$ cat src/rtl/id_ex_if.sv
// ID/EX stage bus: ID-side fields, WB write port, hold/squash controls
// and registered EX-side outputs.
interface id_ex_if #(
  parameter int CTRL_W = 12,
  parameter int CNT_W  = 16
);
  logic              stall;
  logic              flush;
  logic              id_valid;
  logic [31:0]       id_pc;
  logic [4:0]        id_rs;
  logic [4:0]        id_rt;
  logic [4:0]        id_rd;
  logic [31:0]       id_rd1;
  logic [31:0]       id_rd2;
  logic [31:0]       id_imm;
  logic [CTRL_W-1:0] id_ctrl;
  logic              wb_regwrite;
  logic [4:0]        wb_wa;
  logic [31:0]       wb_wd;
  logic              ex_valid;
  logic [31:0]       ex_pc;
  logic [31:0]       ex_imm;
  logic [4:0]        ex_rs;
  logic [4:0]        ex_rt;
  logic [4:0]        ex_rd;
  logic [31:0]       ex_a;
  logic [31:0]       ex_b;
  logic [CTRL_W-1:0] ex_ctrl;
  logic              hazard_stall;
  logic [CNT_W-1:0]  bubble_cnt;

  modport master (
    output stall, flush, id_valid, id_pc,
    output id_rs, id_rt, id_rd, id_rd1,
    output id_rd2, id_imm, id_ctrl,
    output wb_regwrite, wb_wa, wb_wd,
    input  ex_valid, ex_pc, ex_imm, ex_rs,
    input  ex_rt, ex_rd, ex_a, ex_b,
    input  ex_ctrl, hazard_stall, bubble_cnt
  );

  modport slave (
    input  stall, flush, id_valid, id_pc,
    input  id_rs, id_rt, id_rd, id_rd1,
    input  id_rd2, id_imm, id_ctrl,
    input  wb_regwrite, wb_wa, wb_wd,
    output ex_valid, ex_pc, ex_imm, ex_rs,
    output ex_rt, ex_rd, ex_a, ex_b,
    output ex_ctrl, hazard_stall, bubble_cnt
  );
endinterface

$ cat src/rtl/id_ex_stage.sv
// ID/EX pipeline register with load-use bubble insertion.
// Define ID_BYPASS_EN to forward the same-cycle WB write into ex_a/ex_b.
module id_ex_stage #(
  parameter int CTRL_W      = 12,
  parameter int MEMREAD_BIT = 3,
  parameter int CNT_W       = 16
) (
  input logic   clk,
  input logic   rstn,
  id_ex_if.slave bus
);

  typedef struct packed {
    logic              valid;
    logic [31:0]       pc;
    logic [31:0]       imm;
    logic [4:0]        rs;
    logic [4:0]        rt;
    logic [4:0]        rd;
    logic [31:0]       a;
    logic [31:0]       b;
    logic [CTRL_W-1:0] ctrl;
  } ex_t;

  ex_t              r;
  ex_t              ld;
  ex_t              nxt;
  logic [CNT_W-1:0] cnt;
  logic [CNT_W-1:0] cnt_n;
  logic             hz;
  logic [31:0]      op_a;
  logic [31:0]      op_b;

  assign hz = bus.id_valid & r.valid
            & r.ctrl[MEMREAD_BIT]
            & (r.rt != 5'd0)
            & ((r.rt == bus.id_rs) |
               (r.rt == bus.id_rt));

`ifdef ID_BYPASS_EN
  logic hit_a;
  logic hit_b;

  assign hit_a = bus.wb_regwrite
               & (bus.wb_wa != 5'd0)
               & (bus.wb_wa == bus.id_rs);
  assign hit_b = bus.wb_regwrite
               & (bus.wb_wa != 5'd0)
               & (bus.wb_wa == bus.id_rt);
  assign op_a = hit_a ? bus.wb_wd : bus.id_rd1;
  assign op_b = hit_b ? bus.wb_wd : bus.id_rd2;
`else
  logic unused_wb;

  assign unused_wb = ^{bus.wb_regwrite,
                       bus.wb_wa, bus.wb_wd};
  assign op_a = bus.id_rd1;
  assign op_b = bus.id_rd2;
`endif

  always_comb begin
    ld       = '0;
    ld.valid = bus.id_valid;
    ld.pc    = bus.id_pc;
    ld.imm   = bus.id_imm;
    ld.rs    = bus.id_rs;
    ld.rt    = bus.id_rt;
    ld.rd    = bus.id_rd;
    ld.a     = op_a;
    ld.b     = op_b;
    ld.ctrl  = bus.id_valid ? bus.id_ctrl : '0;
  end

  // One action per edge: squash beats hold beats bubble beats load.
  always_comb begin
    nxt   = r;
    cnt_n = cnt;
    if (bus.flush) begin
      nxt = '0;
    end else if (bus.stall) begin
      nxt = r;
    end else if (hz) begin
      nxt       = ld;
      nxt.valid = 1'b0;
      nxt.ctrl  = '0;
      if (cnt != '1)
        cnt_n = cnt + 1'b1;
    end else begin
      nxt = ld;
    end
  end

  always_ff @(posedge clk or negedge rstn) begin
    if (!rstn) begin
      r   <= '0;
      cnt <= '0;
    end else begin
      r   <= nxt;
      cnt <= cnt_n;
    end
  end

  assign bus.ex_valid     = r.valid;
  assign bus.ex_pc        = r.pc;
  assign bus.ex_imm       = r.imm;
  assign bus.ex_rs        = r.rs;
  assign bus.ex_rt        = r.rt;
  assign bus.ex_rd        = r.rd;
  assign bus.ex_a         = r.a;
  assign bus.ex_b         = r.b;
  assign bus.ex_ctrl      = r.ctrl;
  assign bus.hazard_stall = hz;
  assign bus.bubble_cnt   = cnt;

endmodule

$ cat src/flat_wrapper.sv
// flat-port wrapper written by rule: the top's interface ports become plain ports
module id_ex_stage_flat 
#(
  parameter int CTRL_W      = 12,
  parameter int MEMREAD_BIT = 3,
  parameter int CNT_W       = 16
)
  (clk, rstn, bus_stall, bus_flush, bus_id_valid, bus_id_pc, bus_id_rs, bus_id_rt, bus_id_rd, bus_id_rd1, bus_id_rd2, bus_id_imm, bus_id_ctrl, bus_wb_regwrite, bus_wb_wa, bus_wb_wd, bus_ex_valid, bus_ex_pc, bus_ex_imm, bus_ex_rs, bus_ex_rt, bus_ex_rd, bus_ex_a, bus_ex_b, bus_ex_ctrl, bus_hazard_stall, bus_bubble_cnt);
  id_ex_if #(.CTRL_W(CTRL_W), .CNT_W(CNT_W)) bus_i ();
  input logic clk;
  input logic rstn;
  input wire logic [$bits(bus_i.stall)-1:0] bus_stall;
  input wire logic [$bits(bus_i.flush)-1:0] bus_flush;
  input wire logic [$bits(bus_i.id_valid)-1:0] bus_id_valid;
  input wire logic [$bits(bus_i.id_pc)-1:0] bus_id_pc;
  input wire logic [$bits(bus_i.id_rs)-1:0] bus_id_rs;
  input wire logic [$bits(bus_i.id_rt)-1:0] bus_id_rt;
  input wire logic [$bits(bus_i.id_rd)-1:0] bus_id_rd;
  input wire logic [$bits(bus_i.id_rd1)-1:0] bus_id_rd1;
  input wire logic [$bits(bus_i.id_rd2)-1:0] bus_id_rd2;
  input wire logic [$bits(bus_i.id_imm)-1:0] bus_id_imm;
  input wire logic [$bits(bus_i.id_ctrl)-1:0] bus_id_ctrl;
  input wire logic [$bits(bus_i.wb_regwrite)-1:0] bus_wb_regwrite;
  input wire logic [$bits(bus_i.wb_wa)-1:0] bus_wb_wa;
  input wire logic [$bits(bus_i.wb_wd)-1:0] bus_wb_wd;
  output wire logic [$bits(bus_i.ex_valid)-1:0] bus_ex_valid;
  output wire logic [$bits(bus_i.ex_pc)-1:0] bus_ex_pc;
  output wire logic [$bits(bus_i.ex_imm)-1:0] bus_ex_imm;
  output wire logic [$bits(bus_i.ex_rs)-1:0] bus_ex_rs;
  output wire logic [$bits(bus_i.ex_rt)-1:0] bus_ex_rt;
  output wire logic [$bits(bus_i.ex_rd)-1:0] bus_ex_rd;
  output wire logic [$bits(bus_i.ex_a)-1:0] bus_ex_a;
  output wire logic [$bits(bus_i.ex_b)-1:0] bus_ex_b;
  output wire logic [$bits(bus_i.ex_ctrl)-1:0] bus_ex_ctrl;
  output wire logic [$bits(bus_i.hazard_stall)-1:0] bus_hazard_stall;
  output wire logic [$bits(bus_i.bubble_cnt)-1:0] bus_bubble_cnt;
  assign bus_i.stall = bus_stall;
  assign bus_i.flush = bus_flush;
  assign bus_i.id_valid = bus_id_valid;
  assign bus_i.id_pc = bus_id_pc;
  assign bus_i.id_rs = bus_id_rs;
  assign bus_i.id_rt = bus_id_rt;
  assign bus_i.id_rd = bus_id_rd;
  assign bus_i.id_rd1 = bus_id_rd1;
  assign bus_i.id_rd2 = bus_id_rd2;
  assign bus_i.id_imm = bus_id_imm;
  assign bus_i.id_ctrl = bus_id_ctrl;
  assign bus_i.wb_regwrite = bus_wb_regwrite;
  assign bus_i.wb_wa = bus_wb_wa;
  assign bus_i.wb_wd = bus_wb_wd;
  assign bus_ex_valid = bus_i.ex_valid;
  assign bus_ex_pc = bus_i.ex_pc;
  assign bus_ex_imm = bus_i.ex_imm;
  assign bus_ex_rs = bus_i.ex_rs;
  assign bus_ex_rt = bus_i.ex_rt;
  assign bus_ex_rd = bus_i.ex_rd;
  assign bus_ex_a = bus_i.ex_a;
  assign bus_ex_b = bus_i.ex_b;
  assign bus_ex_ctrl = bus_i.ex_ctrl;
  assign bus_hazard_stall = bus_i.hazard_stall;
  assign bus_bubble_cnt = bus_i.bubble_cnt;
  id_ex_stage #(.CTRL_W(CTRL_W), .MEMREAD_BIT(MEMREAD_BIT), .CNT_W(CNT_W)) u_core (.clk(clk), .rstn(rstn), .bus(bus_i));
endmodule
$ cat config.mk
export PLATFORM = sky130hd
export DESIGN_NAME = id_ex_stage_flat
export DESIGN_NICKNAME = d
export VERILOG_FILES = /design/src/rtl/id_ex_if.sv /design/src/rtl/id_ex_stage.sv /design/src/flat_wrapper.sv
export SDC_FILE = /design/constraint.sdc
export NUM_CORES = 1
export LEC_CHECK = 0
export CORE_MARGIN = 5
export CORE_UTILIZATION = 40
export DETAILED_ROUTE_END_ITERATION = 6
export GPL_TIMING_DRIVEN = 1
export MAX_ROUTING_LAYER = met4
export PLACE_DENSITY = 0.8
export SLEW_MARGIN = 20
export SYNTH_ARGS = -nofsm -noshare
export SYNTH_HDL_FRONTEND = slang
export SYNTH_SLANG_ARGS = --single-unit
$ cat constraint.sdc
create_clock -name clk -period 2.3 [get_ports clk]
set_input_delay 0.46 -clock clk [delete_from_list [all_inputs] [get_ports clk]]
set_output_delay 0.46 -clock clk [all_outputs]
set_load 0.005 [all_outputs]
==> results.py, run 1 <==
metrics = {
    "status": {
        "status": "finished with violations",
        "violations": "negative setup slack",
    },
    "pwr": {
        "ir_drop_mv": 0.516,
        "p_leak_uw": 0.00533,
        "power_density_nw_per_um2": 632,
    },
    "worst_setup_path": {
        "crit_type": "register to primary output",
        "cp_data_arrival_time_ps": 1880,
        "worstSetupEndpointType": "primary output",
        "required_ps": 1840,
        "critPathMaxFanout": 2,
        "reg2reg_depth": 8,
        "worstSetupStartpointType": "register",
    },
    "logic_synthesis": {
        "synth_common_cells": "172 x dfrtp_1, 146 x nor2_1, 143 x mux2i_1",
        "yosys.area.top_type": "dfrtp_1",
        "synth_cell_types": 36,
        "ys_seq_elements": 172,
        "synth_flop_cell": "dfrtp_1",
        "synth.area.top_cells": "dfrtp_1 59%, mux2i_1 20%, nor2_1 7.5%",
        "synth_nets": 810,
        "synth_edf_count": 0,
        "yosysWarnings": 0,
        "ys_seq_area_frac": 0.586,
        "yosysTopAreaCellShare": 0.586,
        "synth.most_common_cell": "dfrtp_1",
        "synthArstFlopShare": 1.00,
        "syn_area_per_cell_um2": 12.0,
        "syn_inst": 611,
        "synth_area_um2": 7340,
    },
    "floorplan": {
        "fp-row-count": 49,
        "initial_core_util": 0.407,
        "core_um2": 18000,
        "die_w_um": 145,
        "dieArea_um2": 21200,
        "ioPinCount": 371,
        "die_h_um": 145,
    },
    "route": {
        "drtIter0Drc": 252,
        "drt_wl_total_um": 21800,
        "antenna_left": 0,
        "drc": 0,
        "via_per_inst": 4.88,
        "vias": 5812,
        "wire_per_inst_um": 18.3,
        "firstDrtPassIters": 4,
    },
    "timing": {
        "rsz0062_at_grt": "true",
        "hold_viol_final": 0,
        "tightestPinTransition_ps": 759,
        "slew_headroom": 0.494,
        "min_period_ps": 2340,
        "setup_violations": 1,
        "period_share": 1.02,
        "slew_viol_final": 0,
        "setup_slack_ps": -36.0,
        "skew_ps": 8.33,
        "fmaxAchievable_mhz": 428,
    },
    "hold_path": {
        "whs_path_depth": 2,
        "min-delay-path-class": "primary input to register",
    },
    "placement": {
        "place_worst_setup_slack_ps": -395,
        "portBuffers": 332,
        "gp_congestion": 0.826,
        "place_area_um2": 11000,
        "post-place-cells": 1156,
        "hpwlAfterDp_um": 16100,
    },
    "cts": {
        "path_clk_slew_ps": 70,
        "cts.sinks": 172,
        "clock_path_buffers": 2,
        "clk_latency_ps": 420,
        "htreeDepth": 4,
        "numCtsBuffers": 17,
        "tritoncts": "built",
        "root_buffer": "clkbuf_16",
    },
    "grt": {
        "antenna_found_initial": 0,
        "grt_max_degree": 73,
        "grt.total_usage": 0.211,
        "grt_pass1_wl_um": 34400,
        "grt-ovfl-total": 0,
        "grt_pass1_vias": 6132,
    },
    "flow_run": {
        "maxCapViolCount": 0,
    },
    "finish": {
        "area_delta_synth_final_pct": 58.2,
        "final_nets": 1149,
        "finalNonFillerCells": 1191,
        "diodes": 0,
        "final_area_um2": 11600,
        "drive_gt1_frac": 0.0904,
    },
}
## state kept, by name, indices dropped and copies added, names as in the netlist
register	cells
u_core.bus.ex_rs	5
u_core.bus.ex_ctrl	12
u_core.bus.ex_rd	5
u_core.bus.bubble_cnt	16
u_core.bus.ex_a	32
u_core.bus.ex_rt	5
u_core.bus.ex_imm	32
u_core.bus.ex_b	32
u_core.bus.ex_valid	1
u_core.bus.ex_pc	32
## through the flow
step / util / TNS, ps / hold WS, ps / power [µW]
final: 0.644 / -36.0 / 314 / 7340
after floorplan: - / 0 / 164 / 3690
after global routing: 0.644 / -114 / 307 / 7660
after detailed placement: 0.609 / -491 / 443 / 4460
after CTS: 0.644 / -80.6 / 301 / 7440
after global placement: 0.609 / -314 / 439 / 4440
## power breakdown
group          switching [µW]  internal, µW  total [µW]  leakage (µW)
registers                89.4          3170        3260       0.00230
logic                     439           690        1130       0.00274
clock network            1240          1710        2950      0.000290
## per-layer routing
layer,vias to the layer above,global-route usage,share of wire
met5,-,-,0
met4,0,0.0658,0.023
met3,33,0.0688,0.078
met2,240,0.342,0.49
met1,2813,0.250,0.41
li1,2726,-,-
## layout make-up
class	count	area [µm²]
well taps	229	287
fillers	1413	6410
inverters	4	17.5
flip-flops and latches	172	4300
clock buffers	17	425
clock inverters	14	169
repair buffers	359	3580
multi-input cells	396	2830
## worst max-delay path, cell delays in order, from the launching register on
cell and delay (ps):
dfrtp_1 380, or4_4 550, o2111ai_4 200, nand2b_4 190, inv_4 40, buf_6 100
## cell usage in the layout, fill, tap and decap left out, types with 2 or more instances in the layout
master,count
a32o_1,2
and3_1,4
buf_12,4
buf_4,23
buf_6,2
bufinv_16,3
clkbuf_16,17
clkdlybuf4s50_1,328
clkinv_2,4
clkinvlp_4,2
dfrtp_1,172
inv_1,3
inv_6,4
mux2i_1,143
nand2_1,15
nand3_1,7
nand3_2,9
nand3b_1,10
nand4_1,6
nor2_1,146
nor2b_1,3
nor3_1,3
o21ai_2,9
xnor2_1,25
## path summary, 6_finish.rpt
kind / start / end / slack [ps]
max in group asynchronous: rstn / u_core.bus.ex_a[22] / 1010
min reg2reg: u_core.bus.ex_ctrl[2] / u_core.bus.ex_ctrl[2] / 470
max reg2reg: u_core.bus.ex_rt[2] / u_core.bus.bubble_cnt[1] / 230
max: u_core.bus.ex_rt[2] / bus_hazard_stall / -40
min in group asynchronous: rstn / u_core.bus.ex_b[12] / 570
min: bus_flush / u_core.bus.ex_rs[3] / 310
## logic make-up (layout without fill, tap and decap cells)
group | Yosys count | in the layout | share of synthesized area
DFF | 172 | 172 | 0.586
buffers and inverters | 43 | 394 | 0.0286
AOI/OAI and AO/OA | 15 | 15 | 0.0217
muxes | 144 | 144 | 0.197
and+or+nand+nor | 211 | 211 | 0.135
xor gates and xnor gates | 25 | 25 | 0.0298
adders and majority gates | 1 | 1 | 0.00170
## what timing repair did
action,4_1_cts,5_1_grt
setup endpoints to repair,1,1
pin swaps,2,1
hold buffers,1,0
gates cloned,0,0
gates resized for setup,5,0
setup buffers,2,1
endpoints found under the hold margin,43,0
No activity file was read; power rests on OpenSTA's default activity.
==> inputs of run 2 (changes only) <==
- HOLD_SLACK_MARGIN: unset -> 0.15
==> results of run 2 <==
No change in the layout: final DEF, timing and power equal those of run 1.
